<file path="src/rtl/delay_line_prog.sv">
// Programmable-tap delay line with stall, flush and a fill-status flag.
// Define DELAY_LINE_OUTREG_EN to register the tap-mux outputs.
module delay_line_prog #(
    parameter int WIDTH = 8,
    parameter int DEPTH = 4,
    parameter int SEL_W = 4
) (
    input  logic             CLK,
    input  logic             RST,
    input  logic             en,
    input  logic             flush,
    input  logic             in_valid,
    input  logic [WIDTH-1:0] input_data,
    input  logic [SEL_W-1:0] delay_sel,
    output logic [WIDTH-1:0] output_data,
    output logic             out_valid,
    output logic             primed
);

    localparam int CNT_W = $clog2(DEPTH + 1);
    localparam int IDX_W = $clog2(DEPTH);
    localparam logic [SEL_W-1:0] LAST_SEL = SEL_W'(DEPTH - 1);
    localparam logic [CNT_W-1:0] FULL_CNT = CNT_W'(DEPTH);

    logic [WIDTH-1:0] stage_q [DEPTH];
    logic [WIDTH-1:0] stage_d [DEPTH];
    logic [DEPTH-1:0] vld_q, vld_d;
    logic [CNT_W-1:0] fill_q, fill_d;

    logic [SEL_W-1:0] sel_c;
    logic [IDX_W-1:0] tap_idx;
    logic [WIDTH-1:0] tap_data;
    logic             tap_valid;
    logic             tap_primed;

    always_comb begin
        stage_d = stage_q;
        vld_d   = vld_q;
        fill_d  = fill_q;
        if (flush) begin
            for (int k = 0; k < DEPTH; k++) begin
                stage_d[k] = '0;
            end
            vld_d  = '0;
            fill_d = '0;
        end else if (en) begin
            stage_d[0] = input_data;
            for (int k = 1; k < DEPTH; k++) begin
                stage_d[k] = stage_q[k-1];
            end
            vld_d = {vld_q[DEPTH-2:0], in_valid};
            if (fill_q != FULL_CNT) begin
                fill_d = fill_q + 1'b1;
            end
        end
    end

    always_ff @(posedge CLK or negedge RST) begin
        if (!RST) begin
            for (int k = 0; k < DEPTH; k++) begin
                stage_q[k] <= '0;
            end
            vld_q  <= '0;
            fill_q <= '0;
        end else begin
            stage_q <= stage_d;
            vld_q   <= vld_d;
            fill_q  <= fill_d;
        end
    end

    // Selects past the last stage clamp to it, so the index is always in range.
    assign sel_c      = (delay_sel > LAST_SEL) ? LAST_SEL : delay_sel;
    assign tap_idx    = IDX_W'(sel_c);
    assign tap_data   = stage_q[tap_idx];
    assign tap_valid  = vld_q[tap_idx];
    assign tap_primed = 32'(fill_q) > 32'(sel_c);

`ifdef DELAY_LINE_OUTREG_EN
    logic [WIDTH-1:0] out_data_q;
    logic             out_valid_q;
    logic             primed_q;

    always_ff @(posedge CLK or negedge RST) begin
        if (!RST) begin
            out_data_q  <= '0;
            out_valid_q <= 1'b0;
            primed_q    <= 1'b0;
        end else if (flush) begin
            out_data_q  <= '0;
            out_valid_q <= 1'b0;
            primed_q    <= 1'b0;
        end else if (en) begin
            out_data_q  <= tap_data;
            out_valid_q <= tap_valid;
            primed_q    <= tap_primed;
        end
    end

    assign output_data = out_data_q;
    assign out_valid   = out_valid_q;
    assign primed      = primed_q;
`else
    assign output_data = tap_data;
    assign out_valid   = tap_valid;
    assign primed      = tap_primed;
`endif

endmodule

</file>
<file path="config.mk">
export PLATFORM = sky130hd
export DESIGN_NAME = delay_line_prog
export DESIGN_NICKNAME = d
export VERILOG_FILES = /design/src/rtl/delay_line_prog.sv
export SDC_FILE = /design/constraint.sdc
export NUM_CORES = 1
export LEC_CHECK = 0
export CORE_ASPECT_RATIO = 1.5
export CORE_MARGIN = 5
export CORE_UTILIZATION = 53
export CTS_CLUSTER_SIZE = 25
export DETAILED_ROUTE_END_ITERATION = 6
export PLACE_DENSITY = 0.75
export SYNTH_ARGS = -nofsm -noshare
export SYNTH_HDL_FRONTEND = slang
export SYNTH_SLANG_ARGS = --single-unit
</file>
<file path="constraint.sdc">
create_clock -name CLK -period 2.3 [get_ports CLK]
set_input_delay 0.345 -clock CLK [delete_from_list [all_inputs] [get_ports CLK]]
set_output_delay 0.345 -clock CLK [all_outputs]
set_load 0.03 [all_outputs]
</file>
* Word level (Yosys, flattened, before mapping)
Index checks and enable logic that the tools add are counted.
** Storage, ports and cells
- Register bits after elaboration :: 39
- Output and inout bits :: 10
- Logic and storage cells :: 29
** Operators by class
- $add $sub $neg :: 1
- Magnitude comparators :: 4
- Equality and inequality tests :: 1
- Muxes and demuxes :: 13
- Bitwise operators :: 1
- Reductions and logical operators :: 3
** Operator list (number)
- $mux W32 :: 2
- $bmux W8 S2 :: 1
- $mux W8 :: 2
- $mux W4 :: 3
- $mux W3 :: 3
- $gt A3 B4 Y1 :: 1
- $gt A4 B2 Y1 const B :: 1
- $reduce_bool A2 Y1 :: 2
- $add A3 B1 Y3 const B :: 1
- $ge A3 B3 Y1 const B :: 1
- $lt A2 B3 Y1 const B :: 1
- $ne A3 B3 Y1 const B :: 1
- $not A2 Y3 :: 1
- $bmux W1 S2 :: 1
- $reduce_and A2 Y1 :: 1
- $mux W1 :: 1

* Logic depth before layout (Yosys ltp)
- Depth after elaboration :: 6
- Mapped depth :: 8
- Depth with buffers taken out :: 6

* Least setup slack after synthesis
OpenSTA, ideal clock, no wires.
- Path kind :: input to output
- Start :: in delay_sel[0]
- End :: out primed
- Arrival :: 1.929 ns
- Data required time :: 1.955 ns
- Setup slack :: 0.026 ns
- Stages :: 8
- Buffers on the path :: 3
- Cells stage by stage :: buf_4 > buf_6 > buf_6 > or3_1 > ha_1 > nor2b_1 > o21ai_0 > a32oi_1
** Between the ends
- Word-level cells in the longest chain between the ends :: 3
** RTL lines
- start: declaration :: line 14 : input logic [SEL_W-1:0] delay_sel,
- $gt A4 B2 Y1 :: line 73 : assign sel_c = (delay_sel > LAST_SEL) ? LAST_SEL : delay_sel;
- $mux W4 * :: line 73
- $gt A3 B4 Y1 * :: line 77 : assign tap_primed = 32'(fill_q) > 32'(sel_c);
- end: declaration :: line 17 : output logic primed
Mark *: on every way between the ends. The rest lies on a longest branch, timed or not.

* Worst setup path after layout
Ends and elaborated chain as after synthesis.

==> reports/metrics.yaml <==
clock_network:
  cts_made_buffers: 5
  cts_tree: "built"
  root_buffer: "clkbuf_8"
  cts.htree.levels: 2
  clk_latency_ps: 280
  path_clk_slew_ps: 80
  ctsLongestPathBuffers: 2
  cts_sinks: 39
  postCtsHoldBufs: 0
setup_path:
  critPathKind: "in2out"
  path_common_cell: "buf_4"
  cp_slowest_cell: "or3_1"
  startpoint: "delay_sel[0]"
  cp_slowest_stage_delay_ps: 310
  worstSetupStartpointType: "primary input"
  reg2reg_slack_ps: 940
  critPathMaxFanout: 9
  cp_data_arrival_time_ps: 1890
  end_kind: "output port"
  crit_chain: "dlygate4sd2_1 -> buf_12 -> buf_4 -> or3_1 -> ha_2 -> nor2b_1 -> o21ai_0 -> a32oi_1 -> buf_4"
  cp.required_ps: 1960
  r2r_start: "fill_q[0]"
power_and_ir_drop:
  swShare_pct: 23.42
  power_mw: 1.640
  p_comb_share_pct: 15.1
  p_int_mw: 1.256
  clockPowerShare_pct: 40.7
  pwr_density_cell_nw_per_um2: 638.2
  ir_drop_mv: 0.6593
  seqPwrFrac_pct: 44.3
  leakage_nw: 1.331
  p_sw_mw: 0.3840
yosys:
  yosysTopAreaCell: "dfrtp_1"
  ys.flop_type: "dfrtp_1"
  ys_warn_count: 0
  synthMostInstantiatedCell: "dfrtp_1"
  synth_area_um2: 2078
  synthArstFlopShare_pct: 100.0
  synthTopCellsByCount: "dfrtp_1, nor2_1, mux2i_1"
  synth_top_area_share_pct: 46.96
  syn_nets: 217
  ys_seq_area_share_pct: 46.96
  ys_types: 26
  yosys-top-cells-area: "dfrtp_1, mux2i_1, nor2_1"
  postSynthAreaPerCell_um2: 10.66
  synth_enable_flop_cells: 0
  synthCells: 195
  synth-seq-cells: 39
timing:
  hold_violations: 0
  rsz0062_at_grt: "true"
  drv_slew: 0
  period_share_pct: 97.07
  clock.fmax_ghz: 0.4479
  report.final.setup_viol: 0
  max_slew_margin_pct: 41.80
  fin_skew_ps: 5.730
  tightest_slew_ps: 872.9
  min_period_ps: 2233
global_routing:
  grt_max_degree: 40
  antenna_found_initial: 0
  grt_pass1_vias: 1711
  track_usage_pct: 19.34
  grt_overflow: 0
  grt_pass1_wl_um: 7783
job:
  cap_violations: 0
placed_design:
  place.gp.congestion: 0.7239
  portBuffers: 26
  dp_hpwl_um: 3245
routing:
  ant_nets: 0
  wl_um: 4623
  wl_per_cell_um: 16.57
  drt-pass1-iter-count: 4
  via_per_inst: 5.814
  drtIter0Drc: 93
  via_count: 1622
  drc: 0
final_layout:
  area.growth.synth_to_final_pct: 23.66
  final_nets: 255
  antenna_cells: 0
  filler_cell_count: 312
  drive_above_1_share_pct: 18.80
  final_core_util_pct: 66.09
floorplan:
  coreArea_um2: 3889
  dieArea_um2: 5299
  die_x_um: 61.13
  start_util_pct: 53.44
  num_rows: 28
  boundaryPins: 27
  die_h_um: 86.69
status:
  status: "finished, final reports clean"
min_path:
  hp-class: "in2async"
==> cells in the final DEF, fill, tap and decap left out, types with 4 or more instances in the layout <==
| master | n |
|---|---|
| a21oi_1 | 10 |
| buf_4 | 21 |
| clkbuf_8 | 5 |
| clkdlybuf4s50_1 | 11 |
| dfrtp_1 | 39 |
| dlygate4sd2_1 | 8 |
| ha_1 | 4 |
| inv_1 | 4 |
| mux2_2 | 9 |
| mux2i_1 | 37 |
| nand2b_1 | 9 |
| nor2_1 | 38 |
| o22ai_1 | 9 |
| o31ai_1 | 9 |
==> metrics by stage <==
step	hold slack, ps	TNS, ps	area [um2]	cells	worst slack (ps)
floorplan	49.41	0	2078	195	25.59
global placement	488.8	-2122	2395	266	-296.1
detailed placement	520.6	-2399	2395	266	-341.6
CTS	203.3	0	2562	279	43.10
global route	247.6	-26.57	2570	279	-26.57
finish	171.1	0	2570	279	67.41
==> routing by layer <==
| layer | global-route usage, % | wire length [um] |
|---|---|---|
| met1 | 23.11 | 1862 |
| met2 | 33.72 | 2480 |
| met3 | 2.981 | 193 |
| met4 | 7.298 | 85 |
| met5 | 0 | 0 |
==> final timing paths <==
| path | to | depth (start not counted) |
|---|---|---|
| worst max-delay path | primed | 9 |
| worst min-delay path | stage_q[13] | 1 |
| worst max register to register | fill_q[1] | 5 |
| worst min register to register | stage_q[26] | 2 |
| max in group asynchronous | stage_q[19] | 1 |
| min in group CLK | stage_q[26] | 2 |
==> worst max-delay path: cells and delay by family <==
family / cells / cell delay (ps)
AOI/OAI and AO/OA: 2 / 220
adders and majority gates: 1 / 180
buffers and inverters: 4 / 720
and+or+nand+nor: 2 / 400
==> repair_timing <==
action                     4_1_cts  5_1_grt
resized for setup               10        3
setup buffers                    5        0
pin swaps                        1        1
setup endpoints to repair       10        3
cloned                           0        0
==> state kept, by name (all words and copies together), names as in the netlist <==
register,cells
stage_q,32
vld_q,4
fill_q,3
==> cell type report <==
class / count / area (um2) / share of cell area, %
Clock inverter: 2 / 60.06 / 2.337
Clock buffer: 6 / 72.57 / 2.824
Timing Repair Buffer: 45 / 392.9 / 15.29
Inverter: 4 / 15.01 / 0.5842
Multi-Input combinational cell: 138 / 997.2 / 38.80
Tap cell: 45 / 56.30 / 2.191
Sequential cell: 39 / 975.9 / 37.97
==> cell families (layout without fill, tap and decap cells) <==
family                     after synthesis  count (layout)  synth area share [%]
xor gates and xnor gates                 1               1                0.4215
buffers and inverters                   18              57                 5.538
DFF                                     39              39                 46.96
other                                    1               1                0.1804
adders and majority gates                5               5                 3.010
and+or+nand+nor                         54              54                 11.80
AOI/OAI and AO/OA                       31              31                 9.392
muxes                                   46              46                 22.70
==> power groups by stage <==
stage	clock (mW)	sequential [mW]	combinational [mW]
3_5_place_dp	0	0.739	0.246
6_report	0.667	0.726	0.247
4_1_cts	0.682	0.726	0.249
5_1_grt	0.710	0.729	0.270
2_1_floorplan	0	0.733	0.153
3_3_place_gp	0	0.737	0.235
Note: power is estimated with default switching activity, not from simulation.
